`config.mk`:
```
export PLATFORM = sky130hd
export DESIGN_NAME = gba_bus_master
export DESIGN_NICKNAME = d
export VERILOG_FILES = /design/src/rtl/gba_bus_master.sv
export SDC_FILE = /design/constraint.sdc
export NUM_CORES = 1
export LEC_CHECK = 0
export ABC_AREA = 0
export CORE_UTILIZATION = 32
export DETAILED_ROUTE_END_ITERATION = 12
export SKIP_LAST_GASP = 1
export SLEW_MARGIN = 0
export SYNTH_ARGS = -nofsm -noshare
export SYNTH_HDL_FRONTEND = slang
export SYNTH_SLANG_ARGS = --single-unit
```
`constraint.sdc`:
```
create_clock -name clk -period 3.27 [get_ports clk]
set_clock_uncertainty 0.1 [all_clocks]
set_input_delay 0.654 -clock clk [delete_from_list [all_inputs] [get_ports clk]]
set_output_delay 0.654 -clock clk [all_outputs]
set_load 0.01 [all_outputs]
```
`src/rtl/gba_bus_master.sv`:
```
// CPU MMIO to GBA register-bus bridge: one transaction in flight, byte/half/word
// lane steering, read alignment and a read timeout for unmapped addresses.
module gba_bus_master #(
  parameter int unsigned TIMEOUT  = 255,
  parameter logic [31:0] OPEN_BUS = 32'h0000_0000
) (
  input  logic        clk,
  input  logic        gb_bus_rst,
  input  logic        req_valid,
  output logic        req_ready,
  input  logic [27:0] req_addr,
  input  logic        req_rnw,
  input  logic [1:0]  req_size,
  input  logic [31:0] req_wdata,
  output logic        rsp_valid,
  output logic [31:0] rsp_rdata,
  output logic        rsp_timeout,
  output logic [27:0] gb_bus_adr,
  output logic [31:0] gb_bus_din,
  output logic        gb_bus_rnw,
  output logic        gb_bus_ena,
  output logic [1:0]  gb_bus_acc,
  output logic [3:0]  gb_bus_be,
  input  logic [31:0] gb_bus_dout,
  input  logic        gb_bus_done
);

  typedef enum logic [1:0] {IDLE, ISSUE, WAIT, RESP} state_t;

  localparam logic [15:0] TMO = 16'(TIMEOUT);

  state_t      state;
  logic [15:0] wait_cnt;
  logic [1:0]  a_lo;
  logic [1:0]  acc_in;

  function automatic logic [3:0] lane_be(input logic [1:0] acc, input logic [1:0] a);
    case (acc)
      2'd0:    lane_be = 4'b0001 << a;
      2'd1:    lane_be = a[1] ? 4'b1100 : 4'b0011;
      default: lane_be = 4'b1111;
    endcase
  endfunction

  function automatic logic [31:0] rep_wdata(input logic [1:0] acc, input logic [31:0] w);
    case (acc)
      2'd0:    rep_wdata = {4{w[7:0]}};
      2'd1:    rep_wdata = {2{w[15:0]}};
      default: rep_wdata = w;
    endcase
  endfunction

  function automatic logic [31:0] align_rdata(input logic [1:0] acc, input logic [1:0] a,
                                              input logic [31:0] d);
    case (acc)
      2'd0:    align_rdata = (d >> {a, 3'b000}) & 32'h0000_00FF;
      2'd1:    align_rdata = (d >> {a[1], 4'b0000}) & 32'h0000_FFFF;
      default: align_rdata = d;
    endcase
  endfunction

  // Size 3 is an alias for word; normalise it once at accept time.
  assign acc_in = (req_size == 2'd3) ? 2'd2 : req_size;

  always_ff @(posedge clk) begin
    if (gb_bus_rst) begin
      state       <= IDLE;
      wait_cnt    <= 16'd0;
      a_lo        <= 2'd0;
      req_ready   <= 1'b1;
      rsp_valid   <= 1'b0;
      rsp_timeout <= 1'b0;
      rsp_rdata   <= 32'd0;
      gb_bus_adr  <= 28'd0;
      gb_bus_din  <= 32'd0;
      gb_bus_rnw  <= 1'b0;
      gb_bus_ena  <= 1'b0;
      gb_bus_acc  <= 2'd0;
      gb_bus_be   <= 4'd0;
    end else begin
      case (state)
        IDLE: begin
          if (req_valid) begin
            state      <= ISSUE;
            req_ready  <= 1'b0;
            gb_bus_ena <= 1'b1;
            gb_bus_adr <= {2'b00, req_addr[27:2]};
            gb_bus_rnw <= req_rnw;
            gb_bus_acc <= acc_in;
            gb_bus_be  <= lane_be(acc_in, req_addr[1:0]);
            gb_bus_din <= rep_wdata(acc_in, req_wdata);
            a_lo       <= req_addr[1:0];
          end
        end
        ISSUE: begin
          gb_bus_ena <= 1'b0;
          wait_cnt   <= 16'd0;
          if (!gb_bus_rnw) begin
            state       <= RESP;
            rsp_valid   <= 1'b1;
            rsp_timeout <= 1'b0;
            rsp_rdata   <= 32'd0;
          end else if (gb_bus_done) begin
            state       <= RESP;
            rsp_valid   <= 1'b1;
            rsp_timeout <= 1'b0;
            rsp_rdata   <= align_rdata(gb_bus_acc, a_lo, gb_bus_dout);
          end else begin
            state <= WAIT;
          end
        end
        WAIT: begin
          // A done arriving on the final counted cycle still wins over the timeout.
          if (gb_bus_done) begin
            state       <= RESP;
            rsp_valid   <= 1'b1;
            rsp_timeout <= 1'b0;
            rsp_rdata   <= align_rdata(gb_bus_acc, a_lo, gb_bus_dout);
          end else if ((wait_cnt + 16'd1) == TMO) begin
            state       <= RESP;
            rsp_valid   <= 1'b1;
            rsp_timeout <= 1'b1;
            rsp_rdata   <= OPEN_BUS;
          end else begin
            wait_cnt <= wait_cnt + 16'd1;
          end
        end
        RESP: begin
          state       <= IDLE;
          req_ready   <= 1'b1;
          rsp_valid   <= 1'b0;
          rsp_timeout <= 1'b0;
        end
        default: state <= IDLE;
      endcase
    end
  end

endmodule

```
==> run metrics <==
Worst path max stage delay=roughly 0.75 ns; Yosys cell types=slightly above 60; post-synthesis cell area=slightly below 6000 µm²; Die ar.=about 19,000 µm²; CP required=between 3 and 4 ns; final hold vios=0; Int Pwr=~3.7 mW; flop and latch count out of synthesis=121; Compound-Gate Fraction of Synth Area=between 10% and 20%; sw frac=34.73%; PostCTS Resize Cnt=0; xor/xnor share of the synthesized area=about 1.2%; Die X=~140 µm; Comb power frac=a little over a third; Adder-Cell Fraction of Synth Area=around 1.3%; Cells after Synth=717; Area Overhead vs Synth=45.44%; Post-CTS Hold Buffers=0; worst slew pin tran=about 0.9 ns; FFs w/ async S/R, synth=0%; Rows=just under 50; critical path depth in cells=8; Hold WC Path Type=reg -> reg; Crit path top cell by count=and4_4; total grt overflow=0; root buf cell=clkbuf_16; CP Capture Type=flop; Synth warnings=0; HP Start=gb_bus_adr[25]; Die Y=roughly 140 µm; final setup violation count=0; Top FF cell, synth=dfxtp_1; largest family of logic cells by synthesized area=simple AND/OR/NAND/NOR gates; Hold Path Depth=2; Placement Setup Slack=roughly 0.23 ns; TritonCTS buffer count=17; initial antenna violation count=0; fmax=roughly 360 MHz; later-pin clock latency in the skew report=around 0.42 ns; Max-Cap Viols=0; layout cells sized above 1=8.743%; most frequent cells after synthesis=157 x nand2_1, 121 x dfxtp_1, 59 x a21oi_1; failing checks=DRC; NetSw=between 1.5 and 2 mW; final wirelength=around 19,000 µm; worst setup margin=0.4961 ns; Clk pwr share=around a third; drt pass-1 iters=9; gpl congestion=slightly below 0.8; main area contributors after synthesis=dfxtp_1 41%, nand2_1 9.9%, mux2i_1 8.9%, a21oi_1 4.9%, nand2b_1 4.0%; Starting Density=about a third; crit-path cells=ha_1 -> and4_4 -> and4_4 -> nor3_1 -> o221ai_2 -> o21a_1 -> buf_4 -> mux2i_1; Peak VDD IR=roughly 0.40 mV; Reg2Reg Depth=8; first-pass GRT wire length=30,350 µm; minimum clock period=~2.8 ns; RSZ-0062 raised after global routing=no; Reg2Reg Setup Slack=0.50 ns; hold path endpoint=gb_bus_adr[25]; diode count=0; register area share after synthesis=40.58%; H-tree Lvls=4; leading cell type by number of instances after synthesis=nand2_1; nets=~1,000; pins over their slew limit=0; fraction of synthesized area in multiplexers=a little under an eighth; Seq pwr share=32.2%; clk sinks=about 120; Clock transition at path regs=approximately 0.060 ns; syn avg cell area=around 8.3 µm²; area of the core=approximately 18,000 µm²; Area after DPL=roughly 8100 µm²; Synth area leader=dfxtp_1; Max FO, Critical Path=15; CTS tree=yes; GRT Util Overall=19.89%; Final period util=between 80% and 90%; Buf/Inv on CP=1; PwrDens=between 600 and 700 nW/µm²; status=finished, violations left; critical path startpoint category=flop; slowest CP cell=o21a_1; final setup TNS=0 ns; cell area after layout=between 8000 and 9000 µm²; largest net degree at the start of global routing=84; clk buf depth=2; routed len/inst=between 15 and 20 µm; post-route ant nets=0; vias per inst=4.961; Reg2Reg Capture Point=rsp_rdata[0]; hpwl dp=around 13,000 µm; initial DRC count=slightly below 300; Slew HR=40.88%; area share of and/or/nand/nor cells after synthesis=between 20% and 30%; crit path from=wait_cnt[1]; DRC=6; detailed-route via count=between 5,000 and 6,000; Worst EP arrival=~3.0 ns; Crit Path Class=reg -> reg; PortBufs=199; # Post-CTS Setup Buffers=0; leakage power=~3.1 nW; post-synth top area share=around 40%; vias in the first global route=5,586; worst reg2reg path startpoint=wait_cnt[1]; EDFF count, synth=0; # IOs=approximately 200; CP top delay family=compound AO/OA/AOI/OAI gates
worst reg2reg max path: cells and delay by family (launching register included):
family                   cells  cell delay, ns
buffers and inverters        1            0.26
multiplexers                 1            0.17
adder cells (fa/ha/maj)      1            0.26
flip-flops                   1            0.40
AND/OR/NAND/NOR              3            0.59
AO/OA/AOI/OAI                2            0.93
registers in the layout, summed over array words and instances, names as in the netlist:
name / count
a_lo: 2
gb_bus_acc: 2
gb_bus_adr: 26
gb_bus_be: 4
gb_bus_din: 32
gb_bus_ena: 1
gb_bus_rnw: 1
req_ready: 1
rsp_rdata: 32
rsp_timeout: 1
rsp_valid: 1
state: 2
wait_cnt: 16
placed cells by master (no fill, tap or decap), types with 5 or more instances in the layout:
master	count
nand3_1	9
buf_4	16
clkbuf_16	17
a22oi_1	6
o22ai_1	8
nor3_1	6
dfxtp_1	121
mux2_4	6
nand2_1	156
o31ai_1	6
nand4_1	6
nor2_1	49
inv_1	8
xnor2_1	5
nor2b_1	8
a311oi_1	10
o21ai_0	28
a21oi_1	59
clkdlybuf4s50_1	198
nand2b_1	38
ha_1	6
a211oi_1	11
clkinvlp_4	6
or2_2	6
o2111ai_1	5
mux2i_1	53
o211ai_1	6
logic make-up after synthesis:
group | count (synthesis)
AND/OR/NAND/NOR | 302
AO/OA/AOI/OAI | 158
flip-flops | 121
multiplexers | 62
buffers and inverters | 59
XOR/XNOR | 8
adder cells (fa/ha/maj) | 6
other | 1
worst max path at each step:
| stage | end | slack, ns |
|---|---|---|
| 6_report | rsp_rdata[0] | 0.50 |
| 3_3_place_gp | rsp_rdata[6] | 0.26 |
| 2_1_floorplan | rsp_rdata[10] | 0.83 |
| 4_1_cts | rsp_rdata[0] | 0.45 |
| 5_1_grt | rsp_rdata[0] | 0.31 |
| 3_5_place_dp | rsp_rdata[0] | 0.23 |
routing by layer:
metal  up-vias  track usage, %  share of wire, %
met5         -               0                 0
li1       2871               -                 -
met1      2626           25.28                45
met2       160           31.87                47
met3        18           6.595               6.8
met4         0           6.032              0.94
stage by stage:
step	hold WS, ns	utilization (%)	power (mW)	instances
after floorplan	0.3499	-	3.118	718
after global placement	0.3409	44.74	3.940	1112
after detailed placement	0.3458	44.74	3.951	1112
after CTS	0.3537	47.84	5.779	1144
after global routing	0.3716	47.84	6.057	1144
final	0.3505	47.84	5.711	1144
power groups by stage:
| stage | logic [mW] | registers, mW | clock network [mW] |
|---|---|---|---|
| global route | 2.26 | 1.87 | 1.92 |
| CTS | 2.09 | 1.84 | 1.85 |
| finish | 2.06 | 1.84 | 1.81 |
| detailed placement | 2.08 | 1.87 | 0 |
| global placement | 2.08 | 1.86 | 0 |
| floorplan | 1.17 | 1.94 | 0 |
final cells by class:
cell class	count	area (µm²)
multi-input combinational	538	3254
inverter	9	33.78
timing repair buffer	215	2122
clock inverter	13	120.1
fill	1764	9465
tap	229	286.5
sequential	121	2422
clock buffer	19	442.9
Note: power is estimated with default switching activity, not from simulation.
